$ cat src/rtl/gol_pkg.sv
// Shared definitions for the frame-buffer manager.
//   BANK_CNT     : number of frame banks (double buffering)
//   bank_state_t : buffer manager FSM states
package gol_pkg;

    localparam int BANK_CNT = 2;

    typedef enum logic [1:0] {
        ST_CLEAR = 2'd0,
        ST_READY = 2'd1,
        ST_SWAP  = 2'd2
    } bank_state_t;

endpackage

$ cat src/rtl/buffer_manager_if.sv
// Data-path bundle of the buffer manager: logic-side read/write, render-side
// read, and the A/B ports of the two BRAM banks.
//   slave  : buffer_manager side (drives bank ports and read data)
//   master : user/BRAM side (drives addresses, write data, BRAM read data)
interface buffer_manager_if #(
    parameter int ADDR_W = 4,
    parameter int DATA_W = 16
);
    import gol_pkg::*;

    logic [ADDR_W-1:0]                logic_rd_addr_in;
    logic [DATA_W-1:0]                logic_rd_data_out;
    logic                             logic_we_in;
    logic [ADDR_W-1:0]                logic_wr_addr_in;
    logic [DATA_W-1:0]                logic_wr_data_in;
    logic [ADDR_W-1:0]                render_addr_in;
    logic [DATA_W-1:0]                render_data_out;
    logic [BANK_CNT-1:0][ADDR_W-1:0]  bank_a_addr_out;
    logic [BANK_CNT-1:0]              bank_a_we_out;
    logic [BANK_CNT-1:0][DATA_W-1:0]  bank_a_wdata_out;
    logic [BANK_CNT-1:0][DATA_W-1:0]  bank_a_rdata_in;
    logic [BANK_CNT-1:0][ADDR_W-1:0]  bank_b_addr_out;
    logic [BANK_CNT-1:0][DATA_W-1:0]  bank_b_rdata_in;

    modport slave (
        input  logic_rd_addr_in, logic_we_in, logic_wr_addr_in, logic_wr_data_in,
               render_addr_in, bank_a_rdata_in, bank_b_rdata_in,
        output logic_rd_data_out, render_data_out, bank_a_addr_out, bank_a_we_out,
               bank_a_wdata_out, bank_b_addr_out
    );

    modport master (
        output logic_rd_addr_in, logic_we_in, logic_wr_addr_in, logic_wr_data_in,
               render_addr_in, bank_a_rdata_in, bank_b_rdata_in,
        input  logic_rd_data_out, render_data_out, bank_a_addr_out, bank_a_we_out,
               bank_a_wdata_out, bank_b_addr_out
    );

endinterface

$ cat src/rtl/buffer_manager_bank_port_mux.sv
// bank_port_mux: combinational routing of the two BRAM banks.
//   front bank : port A = logic read, port B = render read
//   back bank  : port A = logic write (READY) or clear write (CLEAR), port B idle
//   read data  : selected by rd_sel_i (front select delayed to BRAM latency)
// Ports: front_sel_i, rd_sel_i, rst_ni, state_i, clr_addr_i, logic/render
// inputs, bank read data in; bank addr/we/wdata and read data out.
module bank_port_mux
    import gol_pkg::*;
#(
    parameter int ADDR_W   = 4,
    parameter int DATA_W   = 16,
    parameter int CLEAR_EN = 1
) (
    input  logic                             front_sel_i,
    input  logic                             rd_sel_i,
    input  logic                             rst_ni,
    input  bank_state_t                      state_i,
    input  logic [ADDR_W-1:0]                clr_addr_i,
    input  logic [ADDR_W-1:0]                logic_rd_addr_i,
    input  logic                             logic_we_i,
    input  logic [ADDR_W-1:0]                logic_wr_addr_i,
    input  logic [DATA_W-1:0]                logic_wr_data_i,
    input  logic [ADDR_W-1:0]                render_addr_i,
    input  logic [BANK_CNT-1:0][DATA_W-1:0]  bank_a_rdata_i,
    input  logic [BANK_CNT-1:0][DATA_W-1:0]  bank_b_rdata_i,
    output logic [BANK_CNT-1:0][ADDR_W-1:0]  bank_a_addr_o,
    output logic [BANK_CNT-1:0]              bank_a_we_o,
    output logic [BANK_CNT-1:0][DATA_W-1:0]  bank_a_wdata_o,
    output logic [BANK_CNT-1:0][ADDR_W-1:0]  bank_b_addr_o,
    output logic [DATA_W-1:0]                logic_rd_data_o,
    output logic [DATA_W-1:0]                render_data_o
);

    logic front;
    logic back;

    assign front = front_sel_i;
    assign back  = ~front_sel_i;

    always_comb begin
        bank_a_addr_o  = '0;
        bank_a_we_o    = '0;
        bank_a_wdata_o = '0;
        bank_b_addr_o  = '0;

        bank_a_addr_o[front] = logic_rd_addr_i;
        bank_b_addr_o[front] = render_addr_i;

        unique case (state_i)
            ST_READY: begin
                bank_a_addr_o[back]  = logic_wr_addr_i;
                bank_a_we_o[back]    = logic_we_i;
                bank_a_wdata_o[back] = logic_wr_data_i;
            end
            ST_CLEAR: begin
                bank_a_addr_o[back] = clr_addr_i;
                bank_a_we_o[back]   = (CLEAR_EN != 0);
            end
            default: ;
        endcase

        // Reset state is CLEAR; keep write enables quiet while reset is held.
        if (!rst_ni) begin
            bank_a_we_o = '0;
        end
    end

    assign logic_rd_data_o = bank_a_rdata_i[rd_sel_i];
    assign render_data_o   = bank_b_rdata_i[rd_sel_i];

endmodule

$ cat src/rtl/buffer_manager.sv
// buffer_manager: double-buffered frame bank controller.
// A swap request in READY flips the front/back banks; the new back bank is
// then optionally zeroed one word per cycle before READY returns.
// Ports: clk_in, rst_in (async, active-low), buf_swap_in, buf_ready_out,
// front_sel_out, err_out (sticky swap-while-busy), bus (data-path bundle).
module buffer_manager
    import gol_pkg::*;
#(
    parameter int ADDR_W   = 4,
    parameter int DATA_W   = 16,
    parameter int DEPTH    = 16,
    parameter int CLEAR_EN = 1
) (
    input  logic              clk_in,
    input  logic              rst_in,
    input  logic              buf_swap_in,
    output logic              buf_ready_out,
    output logic              front_sel_out,
    output logic              err_out,
    buffer_manager_if.slave   bus
);

    localparam logic [ADDR_W-1:0] LAST_ADDR = ADDR_W'(DEPTH - 1);

    bank_state_t       state_q, state_d;
    logic [ADDR_W-1:0] cnt_q, cnt_d;
    logic              front_sel_q, front_sel_d;
    logic              err_q, err_d;
    logic              rd_sel_q;

    always_ff @(posedge clk_in or negedge rst_in) begin
        if (!rst_in) begin
            state_q     <= ST_CLEAR;
            cnt_q       <= '0;
            front_sel_q <= 1'b0;
            err_q       <= 1'b0;
            rd_sel_q    <= 1'b0;
        end else begin
            state_q     <= state_d;
            cnt_q       <= cnt_d;
            front_sel_q <= front_sel_d;
            err_q       <= err_d;
            rd_sel_q    <= front_sel_q;
        end
    end

    always_comb begin
        state_d     = state_q;
        cnt_d       = cnt_q;
        front_sel_d = front_sel_q;
        err_d       = err_q;

        unique case (state_q)
            ST_READY: begin
                if (buf_swap_in) begin
                    front_sel_d = ~front_sel_q;
                    state_d     = ST_SWAP;
                end
            end
            ST_SWAP: begin
                cnt_d   = '0;
                state_d = (CLEAR_EN != 0) ? ST_CLEAR : ST_READY;
            end
            ST_CLEAR: begin
                if ((CLEAR_EN == 0) || (cnt_q == LAST_ADDR)) begin
                    cnt_d   = '0;
                    state_d = ST_READY;
                end else begin
                    cnt_d = cnt_q + 1'b1;
                end
            end
            default: state_d = ST_CLEAR;
        endcase

        if (buf_swap_in && (state_q != ST_READY)) begin
            err_d = 1'b1;
        end
    end

    assign buf_ready_out = (state_q == ST_READY);
    assign front_sel_out = front_sel_q;
    assign err_out       = err_q;

    bank_port_mux #(
        .ADDR_W   (ADDR_W),
        .DATA_W   (DATA_W),
        .CLEAR_EN (CLEAR_EN)
    ) u_mux (
        .front_sel_i     (front_sel_q),
        .rd_sel_i        (rd_sel_q),
        .rst_ni          (rst_in),
        .state_i         (state_q),
        .clr_addr_i      (cnt_q),
        .logic_rd_addr_i (bus.logic_rd_addr_in),
        .logic_we_i      (bus.logic_we_in),
        .logic_wr_addr_i (bus.logic_wr_addr_in),
        .logic_wr_data_i (bus.logic_wr_data_in),
        .render_addr_i   (bus.render_addr_in),
        .bank_a_rdata_i  (bus.bank_a_rdata_in),
        .bank_b_rdata_i  (bus.bank_b_rdata_in),
        .bank_a_addr_o   (bus.bank_a_addr_out),
        .bank_a_we_o     (bus.bank_a_we_out),
        .bank_a_wdata_o  (bus.bank_a_wdata_out),
        .bank_b_addr_o   (bus.bank_b_addr_out),
        .logic_rd_data_o (bus.logic_rd_data_out),
        .render_data_o   (bus.render_data_out)
    );

endmodule

$ cat src/flat_wrapper.sv
// flat-port wrapper written by rule: the top's interface ports become plain ports
module buffer_manager_flat import gol_pkg::*;
#(
    parameter int ADDR_W   = 4,
    parameter int DATA_W   = 16,
    parameter int DEPTH    = 16,
    parameter int CLEAR_EN = 1
)
  (clk_in, rst_in, buf_swap_in, buf_ready_out, front_sel_out, err_out, bus_logic_rd_addr_in, bus_logic_we_in, bus_logic_wr_addr_in, bus_logic_wr_data_in, bus_render_addr_in, bus_bank_a_rdata_in, bus_bank_b_rdata_in, bus_logic_rd_data_out, bus_render_data_out, bus_bank_a_addr_out, bus_bank_a_we_out, bus_bank_a_wdata_out, bus_bank_b_addr_out);
  buffer_manager_if #(.ADDR_W(ADDR_W), .DATA_W(DATA_W)) bus_i ();
  input  logic clk_in;
  input  logic rst_in;
  input  logic buf_swap_in;
  output logic buf_ready_out;
  output logic front_sel_out;
  output logic err_out;
  input wire logic [$bits(bus_i.logic_rd_addr_in)-1:0] bus_logic_rd_addr_in;
  input wire logic [$bits(bus_i.logic_we_in)-1:0] bus_logic_we_in;
  input wire logic [$bits(bus_i.logic_wr_addr_in)-1:0] bus_logic_wr_addr_in;
  input wire logic [$bits(bus_i.logic_wr_data_in)-1:0] bus_logic_wr_data_in;
  input wire logic [$bits(bus_i.render_addr_in)-1:0] bus_render_addr_in;
  input wire logic [$bits(bus_i.bank_a_rdata_in)-1:0] bus_bank_a_rdata_in;
  input wire logic [$bits(bus_i.bank_b_rdata_in)-1:0] bus_bank_b_rdata_in;
  output wire logic [$bits(bus_i.logic_rd_data_out)-1:0] bus_logic_rd_data_out;
  output wire logic [$bits(bus_i.render_data_out)-1:0] bus_render_data_out;
  output wire logic [$bits(bus_i.bank_a_addr_out)-1:0] bus_bank_a_addr_out;
  output wire logic [$bits(bus_i.bank_a_we_out)-1:0] bus_bank_a_we_out;
  output wire logic [$bits(bus_i.bank_a_wdata_out)-1:0] bus_bank_a_wdata_out;
  output wire logic [$bits(bus_i.bank_b_addr_out)-1:0] bus_bank_b_addr_out;
  assign bus_i.logic_rd_addr_in = bus_logic_rd_addr_in;
  assign bus_i.logic_we_in = bus_logic_we_in;
  assign bus_i.logic_wr_addr_in = bus_logic_wr_addr_in;
  assign bus_i.logic_wr_data_in = bus_logic_wr_data_in;
  assign bus_i.render_addr_in = bus_render_addr_in;
  assign bus_i.bank_a_rdata_in = bus_bank_a_rdata_in;
  assign bus_i.bank_b_rdata_in = bus_bank_b_rdata_in;
  assign bus_logic_rd_data_out = bus_i.logic_rd_data_out;
  assign bus_render_data_out = bus_i.render_data_out;
  assign bus_bank_a_addr_out = bus_i.bank_a_addr_out;
  assign bus_bank_a_we_out = bus_i.bank_a_we_out;
  assign bus_bank_a_wdata_out = bus_i.bank_a_wdata_out;
  assign bus_bank_b_addr_out = bus_i.bank_b_addr_out;
  buffer_manager #(.ADDR_W(ADDR_W), .DATA_W(DATA_W), .DEPTH(DEPTH), .CLEAR_EN(CLEAR_EN)) u_core (.clk_in(clk_in), .rst_in(rst_in), .buf_swap_in(buf_swap_in), .buf_ready_out(buf_ready_out), .front_sel_out(front_sel_out), .err_out(err_out), .bus(bus_i));
endmodule
$ cat config.mk
export PLATFORM = sky130hd
export DESIGN_NAME = buffer_manager_flat
export DESIGN_NICKNAME = d
export VERILOG_FILES = /design/src/rtl/gol_pkg.sv /design/src/rtl/buffer_manager_if.sv /design/src/rtl/buffer_manager_bank_port_mux.sv /design/src/rtl/buffer_manager.sv /design/src/flat_wrapper.sv
export SDC_FILE = /design/constraint.sdc
export NUM_CORES = 1
export LEC_CHECK = 0
export CORE_MARGIN = 8
export CORE_UTILIZATION = 22
export CTS_CLUSTER_DIAMETER = 30
export DETAILED_ROUTE_END_ITERATION = 10
export PLACE_DENSITY = 0.78
export SLEW_MARGIN = 20
export SYNTH_ARGS = -nofsm -noshare
export SYNTH_HDL_FRONTEND = slang
export SYNTH_SLANG_ARGS = --single-unit
$ cat constraint.sdc
create_clock -name clk_in -period 1.2 [get_ports clk_in]
set_clock_uncertainty 0.1 [all_clocks]
set_input_delay 0.24 -clock clk_in [delete_from_list [all_inputs] [get_ports clk_in]]
set_output_delay 0.24 -clock clk_in [all_outputs]
set_load 0.02 [all_outputs]
==> flow_metrics.tcl <==
set metrics [dict create \
    swShare_pct 41.9 \
    area_delta_synth_final_pct 274 \
    design_area_um2 4650 \
    synth_edf_count 0 \
    relSlewSlack_pct 84.2 \
    finalSetupTns_ns -41.82 \
    synth_ff_type "dfrtp_1" \
    port_buffers 180 \
    clk_latency_ns 0.23 \
    postRouteAntennaNets 0 \
    syn-num-nets 257 \
    cts_buffer_depth 2 \
    ios 181 \
    cts_made_buffers 3 \
    wire_per_inst_um 22.3 \
    dp_hpwl_um 6810 \
    initial_core_util_pct 22.7 \
    fmax_mhz 556 \
    cts_root_buf "clkbuf_8" \
    post-route-period-util_pct 150 \
    worst_r2r_endpoint "u_core.state_q[0]$_DFFE_PN0P_" \
    drtPass1Iterations 4 \
    p_sw_mw 4.42 \
    crit_path_top_delay_cell "dfrtp_2" \
    crit_fanout 3 \
    yosysWarnings 0 \
    cp-end-kind "output port" \
    setup_viol 90 \
    rsz0062_at_grt "true" \
    place_area_um2 3680 \
    p_per_area_nw_per_um2 2270 \
    worst_pin_slew_ns 0.235 \
    fin_cells 462 \
    drtIter0Drc 38 \
    critPathMaxStageDelay_ns 0.42 \
    synthArstFlopShare_pct 100 \
    crit_type "flop to output port" \
    routed_wl_um 10300 \
    seq_power_share_pct 6.0 \
    syn_area_um2 1240 \
    post-route-min-period_ns 1.80 \
    hold_path_class "primary input to asynchronous set/reset pin" \
    clkSinkCount 9 \
    die_w_um 91.2 \
    power.total_mw 10.5 \
    vdd_drop_max_uv 1490 \
    first_global_vias 1997 \
    report.final.hold_viol_count 0 \
    cp_common_cell "buf_6" \
    worstPathArrival_ns 1.46 \
    die_area_um2 8320 \
    failed_checks "negative setup slack" \
    vias 2149 \
    grt_max_degree 18 \
    r2r-start "u_core.state_q[0]$_DFFE_PN0P_" \
    crit_path_start_kind "flop" \
    power_leakage_nw 2.01 \
    worst_r2r_path_depth 6 \
    worst-endpoint-required_ns 0.86 \
    coreArea_um2 5470 \
    status "finished with violations" \
    track_usage_pct 18.9 \
    cts_htree_levels 1 \
    drc 0 \
    cts.clk_slew.worst_paths_ns 0.04 \
    viasPerCell 4.65 \
    pwr-share-comb_pct 90.8 \
    drv_cap 0 \
    seq_area_frac_synth_pct 18.1 \
    fill_cells 274 \
    place_congestion 0.813 \
    antenna_cells 0 \
    grt-ovfl-total 0 \
    p_int_mw 6.12 \
    ctsHoldBuffers 0 \
    reg2reg_slack_ns -0.28 \
    ys_seq_elements 9 \
    num_rows 27 \
    die_h_um 91.2 \
    drive_gt1_share_pct 67.7 \
    antenna_found_initial 1 \
    synth_area_per_cell_um2 7.78 \
    cts_tree "built" \
    startpoint "u_core.state_q[0]$_DFFE_PN0P_" \
    crit_chain "buf_6 > mux2i_4 > buf_6 > o31ai_4 > buf_6" \
    setup_slack_ns -0.598 \
    nNetsFinal 488 \
    dp_cells 418 \
    grt_pass1_wl_um 12500 \
    yosysUniqueCellTypes 28 \
    syn_inst 160 \
    slew_viol_final 0 \
    clockPowerShare_pct 3.2 \
]
[cell type report]
type	count	area, µm²	share of cell area (%)
clock buffers	4	45.0	0.968
multi-input cells	133	1550	33.3
well taps	72	90.1	1.94
inverters	3	13.8	0.296
repair buffers	241	2730	58.5
flip-flops and latches	9	229	4.92
[how the worst max path moves through the flow]
stage                                    end  cells past startpoint  slack [ns]
floorplan           bus_bank_a_wdata_out[16]                      4       -0.28
global placement      bus_bank_a_addr_out[1]                      5       -0.89
detailed placement    bus_bank_a_addr_out[1]                      5       -0.91
CTS                   bus_bank_a_addr_out[2]                      5       -0.64
global route        bus_bank_a_wdata_out[29]                      5       -0.65
finish                bus_bank_a_addr_out[5]                      5       -0.60
[metal layers]
layer	vias to the layer above	part of all wire [%]	global-route usage (%)
met3	14	5.6	4.53
li1	998	-	-
met1	1027	38	20.9
met5	-	0.13	0
met2	108	55	36.8
met4	2	1.9	0.955
[state kept, by name, summed over array words and instances, names as in the netlist]
signal / count
u_core.cnt_q: 4
u_core.err_out: 1
u_core.front_sel_out: 1
u_core.rd_sel_q: 1
u_core.state_q: 2
[layout by cell type, fill, tap and decap left out, drive strengths merged, types with 2 or more instances in the layout]
cell type      synthesis  final
a22o                   2      2
and2                   4      4
buf                   13    142
clkbuf                 2      8
clkdlybuf4s50          0     95
dfrtp                  9      9
inv                    3      3
mux2                  37     37
mux2i                  5      5
nand2                 21     21
nand3                  2      2
nor2                  42     42
nor2b                  4      4
nor3                   2      2
o21ai                  2      2
o31ai                  4      4
[synth_stat cells (2+ instances only)]
library cell / instances / area [µm²]
a22o_1: 2 / 17.5
and2_1: 4 / 25.0
buf_2: 6 / 30.0
buf_4: 4 / 30.0
buf_6: 3 / 33.8
clkbuf_1: 2 / 7.51
dfrtp_1: 9 / 225
inv_1: 2 / 7.51
mux2_1: 2 / 22.5
mux2_2: 35 / 394
mux2i_1: 5 / 50.1
nand2_1: 21 / 78.8
nand3_1: 2 / 10.0
nor2_1: 42 / 158
nor2b_1: 4 / 25.0
o21ai_0: 2 / 10.0
o31ai_1: 4 / 30.0
[critical path, delay by kind of cell (launching register included)]
family / cells / cell delay [ns]
buf+inv: 3 / 0.42
flops: 1 / 0.42
compound gates: 1 / 0.20
mux: 1 / 0.19
[repair_timing]
action	in CTS	in global routing
cloned	2	4
resized for setup	459	130
pin swaps	5	10
setup endpoints to repair	92	90
buffers inserted	8	27
[per-stage QoR]
stage	utilization, %	hold slack [ns]	setup WS (ns)
floorplan	-	-0.156	-0.282
detailed placement	67.2	0.369	-0.914
global placement	67.2	0.362	-0.886
CTS	71.6	0.299	-0.644
global route	85.0	0.313	-0.650
finish	85.0	0.303	-0.598
[logic make-up (layout without fill, tap and decap cells)]
family / after synthesis / after routing / share of synthesized area, %
AO/OA/AOI/OAI: 11 / 11 / 6.63
XOR/XNOR: 1 / 1 / 0.704
adder cells (fa/ha/maj): 1 / 1 / 1.00
buffers and inverters: 18 / 248 / 9.05
flip-flops: 9 / 9 / 18.1
multiplexers: 42 / 42 / 37.5
AND/OR/NAND/NOR: 78 / 78 / 27.0
[power groups by stage]
stage                     Combinational (mW)  Clock (mW)  Sequential (mW)
final                                   9.57       0.341            0.629
after global routing                    9.94       0.366            0.649
after CTS                               7.15       0.352            0.618
after detailed placement                6.45           0            0.562
after global placement                  6.36           0            0.558
after floorplan                         4.12           0            0.586
(Power assumes the default switching activity.)
